<file path="config.mk">
export PLATFORM = sky130hd
export DESIGN_NAME = tspi_master
export DESIGN_NICKNAME = d
export VERILOG_FILES = /design/src/rtl/tspi_pkg.sv /design/src/rtl/tspi_master_phase_timer.sv /design/src/rtl/tspi_master.sv
export SDC_FILE = /design/constraint.sdc
export NUM_CORES = 1
export LEC_CHECK = 0
export ABC_AREA = 0
export BUFFER_PORTS_ARGS = -buffer_cell sky130_fd_sc_hd__buf_2
export CAP_MARGIN = 10
export CELL_PAD_IN_SITES_DETAIL_PLACEMENT = 0
export CELL_PAD_IN_SITES_GLOBAL_PLACEMENT = 1
export CORE_MARGIN = 2
export CORE_UTILIZATION = 45
export CTS_BUF_LIST = sky130_fd_sc_hd__clkbuf_2
export CTS_CLUSTER_SIZE = 20
export DETAILED_ROUTE_END_ITERATION = 8
export PLACE_DENSITY = 0.81
export SLEW_MARGIN = 20
export SYNTH_ARGS = -nofsm -noshare
export SYNTH_HDL_FRONTEND = slang
export SYNTH_HIERARCHICAL = 1
export SYNTH_SLANG_ARGS = --single-unit
</file>
<file path="constraint.sdc">
create_clock -name I_clk -period 4.5 [get_ports I_clk]
set_input_delay 0.45 -clock I_clk [delete_from_list [all_inputs] [get_ports I_clk]]
set_output_delay 0.45 -clock I_clk [all_outputs]
set_load 0.05 [all_outputs]
</file>
<file path="src/rtl/tspi_pkg.sv">
// Shared ternary definitions for the ternary SPI master.
//   trit_t         : 2-bit balanced-ternary trit (ZERO=00, PLUS=01, MINUS=10, 11 illegal)
//   tspi_state_e   : transfer state machine encoding
//   neg3()         : trit-wise negation (PLUS<->MINUS, ZERO unchanged)
//   is_legal()     : 0 for the illegal code 2'b11
package tspi_pkg;

    typedef logic [1:0] trit_t;

    localparam trit_t TRIT_ZERO  = 2'b00;
    localparam trit_t TRIT_PLUS  = 2'b01;
    localparam trit_t TRIT_MINUS = 2'b10;

    typedef enum logic [1:0] {
        ST_IDLE,
        ST_LEAD,
        ST_TRAIL,
        ST_DONE
    } tspi_state_e;

    function automatic trit_t neg3(input trit_t t);
        case (t)
            TRIT_PLUS:  return TRIT_MINUS;
            TRIT_MINUS: return TRIT_PLUS;
            default:    return t;
        endcase
    endfunction

    function automatic logic is_legal(input trit_t t);
        return (t != 2'b11);
    endfunction

endpackage

</file>
<file path="src/rtl/tspi_master_phase_timer.sv">
// Phase timer for the ternary SPI master.
// DIV-cycle down-counter shared by the LEAD and TRAIL phases.
//   I_clk  : system clock
//   I_rst  : synchronous active-high reset
//   I_load : restart the count at DIV-1 (transfer accepted)
//   I_en   : count this cycle (LEAD or TRAIL active)
//   O_last : high on the last cycle of the current phase
// The count reloads automatically when it reaches zero, so back-to-back
// phases need no extra load.
module tspi_phase_timer #(
    parameter int DIV = 2
) (
    input  logic I_clk,
    input  logic I_rst,
    input  logic I_load,
    input  logic I_en,
    output logic O_last
);

    localparam int CW = (DIV > 1) ? $clog2(DIV) : 1;
    localparam logic [CW-1:0] RELOAD = CW'(DIV - 1);

    logic [CW-1:0] cnt;

    always_ff @(posedge I_clk) begin
        if (I_rst) begin
            cnt <= '0;
        end else if (I_load) begin
            cnt <= RELOAD;
        end else if (I_en) begin
            cnt <= (cnt == '0) ? RELOAD : cnt - 1'b1;
        end
    end

    assign O_last = I_en && (cnt == '0);

endmodule

</file>
<file path="src/rtl/tspi_master.sv">
// Ternary SPI master.
// Shifts a TRITS-long balanced-ternary word out on O_mosi (trit TRITS-1
// first) and samples as many trits from I_miso, using a ternary SCK
// (PLUS phase, then MINUS phase, ZERO when idle).
//   I_clk, I_rst : clock, synchronous active-high reset
//   I_start      : transfer request, accepted only in IDLE
//   I_tx, I_neg  : word to send and optional trit-wise negation, latched at start
//   O_busy       : high during LEAD/TRAIL
//   O_done       : one-cycle pulse, O_rx/O_err valid from this cycle
//   O_rx, O_err  : received word and illegal-code flag of the last transfer
//   O_mosi, O_sck, I_miso : ternary serial interface
module tspi_master
    import tspi_pkg::*;
#(
    parameter int TRITS = 6,
    parameter int DIV   = 2
) (
    input  logic               I_clk,
    input  logic               I_rst,
    input  logic               I_start,
    input  logic [2*TRITS-1:0] I_tx,
    input  logic               I_neg,
    output logic               O_busy,
    output logic               O_done,
    output logic [2*TRITS-1:0] O_rx,
    output logic               O_err,
    output logic [1:0]         O_mosi,
    output logic [1:0]         O_sck,
    input  logic [1:0]         I_miso
);

    localparam int TW = (TRITS > 1) ? $clog2(TRITS) : 1;
    localparam logic [TW-1:0] TOP_IDX = TW'(TRITS - 1);

    tspi_state_e         state;
    trit_t [TRITS-1:0]   tx_word;
    trit_t [TRITS-1:0]   tx_in;
    logic [TW-1:0]       idx;
    logic [2*TRITS-1:0]  rx_sr;
    logic [2*TRITS-1:0]  rx_next;
    logic                err_flag;
    trit_t               miso_s;
    logic                phase_last;
    logic                timer_load;
    logic                timer_en;

    assign timer_load = (state == ST_IDLE) && I_start;
    assign timer_en   = (state == ST_LEAD) || (state == ST_TRAIL);

    tspi_phase_timer #(
        .DIV(DIV)
    ) u_timer (
        .I_clk  (I_clk),
        .I_rst  (I_rst),
        .I_load (timer_load),
        .I_en   (timer_en),
        .O_last (phase_last)
    );

    // Word to latch at acceptance, already negated when requested.
    always_comb begin
        tx_in = '0;
        for (int unsigned k = 0; k < TRITS; k++) begin
            tx_in[k] = I_neg ? neg3(trit_t'(I_tx[2*k +: 2])) : trit_t'(I_tx[2*k +: 2]);
        end
    end

    // Illegal codes enter the rx word as ZERO; the error is tracked separately.
    always_comb begin
        miso_s       = is_legal(I_miso) ? I_miso : TRIT_ZERO;
        rx_next      = rx_sr << 2;
        rx_next[1:0] = miso_s;
    end

    always_ff @(posedge I_clk) begin
        if (I_rst) begin
            state    <= ST_IDLE;
            tx_word  <= '0;
            idx      <= '0;
            rx_sr    <= '0;
            err_flag <= 1'b0;
            O_busy   <= 1'b0;
            O_done   <= 1'b0;
            O_rx     <= '0;
            O_err    <= 1'b0;
            O_mosi   <= TRIT_ZERO;
            O_sck    <= TRIT_ZERO;
        end else begin
            case (state)
                ST_IDLE: begin
                    O_done <= 1'b0;
                    if (I_start) begin
                        tx_word  <= tx_in;
                        err_flag <= 1'b0;
                        rx_sr    <= '0;
                        idx      <= TOP_IDX;
                        O_mosi   <= tx_in[TRITS-1];
                        O_sck    <= TRIT_PLUS;
                        O_busy   <= 1'b1;
                        state    <= ST_LEAD;
                    end
                end
                ST_LEAD: begin
                    if (phase_last) begin
                        rx_sr <= rx_next;
                        if (!is_legal(I_miso)) begin
                            err_flag <= 1'b1;
                        end
                        O_sck <= TRIT_MINUS;
                        state <= ST_TRAIL;
                    end
                end
                ST_TRAIL: begin
                    if (phase_last) begin
                        if (idx != '0) begin
                            idx    <= idx - 1'b1;
                            O_mosi <= tx_word[idx - 1'b1];
                            O_sck  <= TRIT_PLUS;
                            state  <= ST_LEAD;
                        end else begin
                            // Results are loaded on entry so they are valid with O_done.
                            O_rx   <= rx_sr;
                            O_err  <= err_flag;
                            O_done <= 1'b1;
                            O_busy <= 1'b0;
                            O_sck  <= TRIT_ZERO;
                            O_mosi <= TRIT_ZERO;
                            state  <= ST_DONE;
                        end
                    end
                end
                ST_DONE: begin
                    O_done <= 1'b0;
                    state  <= ST_IDLE;
                end
                default: begin
                    state <= ST_IDLE;
                end
            endcase
        end
    end

endmodule

</file>
==> results.cfg <==
[critical_path]
setup.worst_path.class = reg -> reg
endpoint_kind = register
worst_ep_arrival_time_ns = 2.44
cp_num_buf_inv = 1
worstPathCellList = inv_1, ha_1, and2b_2, mux2_2, nand2_1, a22oi_1, nor2_1
timing.critical_path.max_delay_family = simple AND/OR/NAND/NOR gates
startpoint_type = register
worst_ep_required_time_ns = 4.88
timing.critical_path.slowest_stage_cell = sky130_fd_sc_hd__dfxtp_1
max_stage_delay_ns = 0.47
critical_path_peak_fanout = 12

[timing]
final-setup-viol-count = 0
setup-tns-final_ns = 0
final_max_slew_viol_count = 0
post-route-min-period_ns = 2.06
hold_viol = 0
worstMarginPinSlew_ns = 0.906
highest_clock_rate_ghz = 0.486
fin_skew_ns = 0.0222
layout_worst_path_cycle_share_pct = 45.7
fin_ws_ns = 2.44
unrepaired_setup_endpoints_after_global_routing = false
max_slew_margin_pct = 39.6

[floorplanning]
die_h_um = 74.9
row_count = 25
die-width_um = 74.9
initial_standard_cell_utilization_of_the_core_pct = 47.2
floorplan.io_pins = 37
floorplan_die_area_sq_mm = 0.00560
floorplan.core_area_sq_mm = 0.00479

[logic_synthesis]
synth.mux.area_fraction_pct = 8.69
post_synth_fa_ha_maj_area_fraction_pct = 4.43
mapped_area_sq_mm = 0.00226
post_synth.cell_area_avg_sq_um = 8.86
synthDominantAreaCellType = sky130_fd_sc_hd__dfxtp_1
synth_sequential_area_ratio_pct = 44.3
ys_types = 42
synth.most_common_cell = sky130_fd_sc_hd__dfxtp_1
dominant_combinational_cell_family_by_area_after_synthesis = simple AND/OR/NAND/NOR gates
ys_dominant_reg_cell = sky130_fd_sc_hd__dfxtp_1
synth.ff_latch_count = 50
number_of_enable_type_register_cells_in_the_synthesized_netlist = 0
synth_commonest_cells = sky130_fd_sc_hd__dfxtp_1, sky130_fd_sc_hd__nand2_1, sky130_fd_sc_hd__nor2_1, sky130_fd_sc_hd__a21oi_1, sky130_fd_sc_hd__a211oi_1
ys_top_cells_by_area = sky130_fd_sc_hd__dfxtp_1, sky130_fd_sc_hd__mux2i_1, sky130_fd_sc_hd__a211oi_1
synth-compound-area-share_pct = 19.0
synth_xor_xnor_area_share_pct = 0.388
portion_of_synthesized_cell_area_occupied_by_the_leading_cell_type_pct = 44.3
synthesis.yosys.warnings = 6
synth-simple-area-share_pct = 19.1
async_flop_share_pct = 0
number_of_instances_in_the_synthesized_netlist = 255
syn-num-nets = 281

[clocking]
numCtsBuffers = 5
clockBufferDepth = 2
cts_htree_levels = 2
clock_tree_from_tritoncts = built
cts-root-buf = sky130_fd_sc_hd__clkbuf_2
clk_transition_reported_paths_ns = 0.25
worst_skew_pair.late_latency_ns = 0.44
cts_resized = 0
clkSinkCount = 50
cts_post_setup_buffers_inserted = 0
cts_hold_buffers = 0

[final_layout]
fillers = 472
area_growth_syn_to_layout_pct = 11.6
stdcell_count = 350
layout.core_utilization_pct = 52.7
post_route_cells_drive_above_1_share_pct = 18.7
num-nets-final = 308
n_antenna_cell = 0

[placed_design]
dpl_worst_slack_ns = 2.49
globalplace.congestion = 0.720
dp.final_hpwl_um = 3050
placed_cells_incl_taps = 342
portBuffers = 36

[route]
post_drt_wl_per_cell_um = 12.5
drt-initial-drc-count = 147
number_of_vias_per_cell_after_detailed_routing = 5.16
detail-route-antenna-nets = 0
number_of_detailed_route_iterations_in_the_first_pass = 4
wirelength_um = 4390
via_count = 1806
drt_drc_violations_left = 0

[global_routing]
grt_start_max_net_pins = 51
antenna_found_initial = 0
grt_pass1_wl_um = 7490
grt_overflow_total = 0
grt_pass1_vias = 1640
grt_util_all_layers_pct = 17.6

[power_and_ir_drop]
cellLeakagePower_nw = 0.999
vdd_drop_max_v = 0.000198
totalPowerFinal_mw = 1.40
total_power_divided_by_cell_area_mw_per_mm2 = 554

[flow_run]
cap_violations = 0

[status]
run_status = completed

[hold_path]
timing.hold.worst.class = in -> reg
-- logic make-up after synthesis --
group | Yosys count
AND/OR/NAND/NOR | 91
flip-flops | 50
multiplexers | 17
AO/OA/AOI/OAI | 67
XOR/XNOR | 1
buffers and inverters | 21
adder cells (fa/ha/maj) | 8
-- placed cells by master, fill, tap and decap left out, drive strengths merged, types with 2 or more instances in the layout --
master and n:
and3 2, mux4 2, dfxtp 50, nand4b 2, o21ai 6, mux2i 14, o211ai 2, o21a 2
nor2b 4, clkbuf 5, ha 8, and2 4, nor2 27, nand2b 4, nor3 7, inv 6
buf 36, a21oi 25, a22oi 10, a211oi 18, nand2 33, and2b 2
-- registers in the layout, indices dropped and copies added, names as in the netlist --
register / count
O_rx: 12
O_done: 1
err_flag: 1
O_busy: 1
O_sck: 2
state: 2
rx_sr: 12
idx: 3
tx_word: 12
u_timer/cnt: 1
O_err: 1
O_mosi: 2
-- through the flow --
| stage | hold WS (ns) | instance area [sq um] |
|---|---|---|
| finish | 0.288 | 2520 |
| global route | 0.246 | 2520 |
| CTS | 0.256 | 2520 |
| detailed placement | 0.443 | 2450 |
| global placement | 0.440 | 2450 |
| floorplan | 0.431 | 2260 |
-- power breakdown --
group | switching [mW] | internal (mW)
clock | 0.149 | 0.0972
combinational | 0.362 | 0.217
sequential | 0.0549 | 0.516
-- tightest hold or removal path, cell delays in order --
cell and delay (ns):
sky130_fd_sc_hd__buf_2 0.11, sky130_fd_sc_hd__nand4b_1 0.09, sky130_fd_sc_hd__a21oi_1 0.06
-- worst paths after layout --
kind,from,endpoint,slack (ns),depth (start not counted)
worst min register to register,O_rx[3],O_rx[3],0.47,2
worst min-delay path,I_miso[1],rx_sr[1],0.29,3
worst max register to register,state[1],rx_sr[3],2.44,7
worst max-delay path,state[1],rx_sr[3],2.44,7
-- per-layer routing --
metal | part of all wire [%] | GRT usage (%) | up-vias
met1 | 53 | 24.5 | 813
met3 | 3.7 | 4.82 | 6
met2 | 42 | 26.4 | 35
li1 | - | - | 952
met5 | 0 | 0 | -
met4 | 1.3 | 5.75 | 0
-- cell type report --
type / instances / area, sq um / share of cell area (%)
multi-input combinational: 184 / 1170 / 46.2
sequential: 50 / 1000 / 39.7
timing repair buffer: 36 / 180 / 7.14
tap: 67 / 83.8 / 3.32
clock inverter: 3 / 47.5 / 1.88
clock buffer: 5 / 25.0 / 0.992
inverter: 5 / 18.8 / 0.744
No activity file was read; power rests on OpenSTA's default activity.
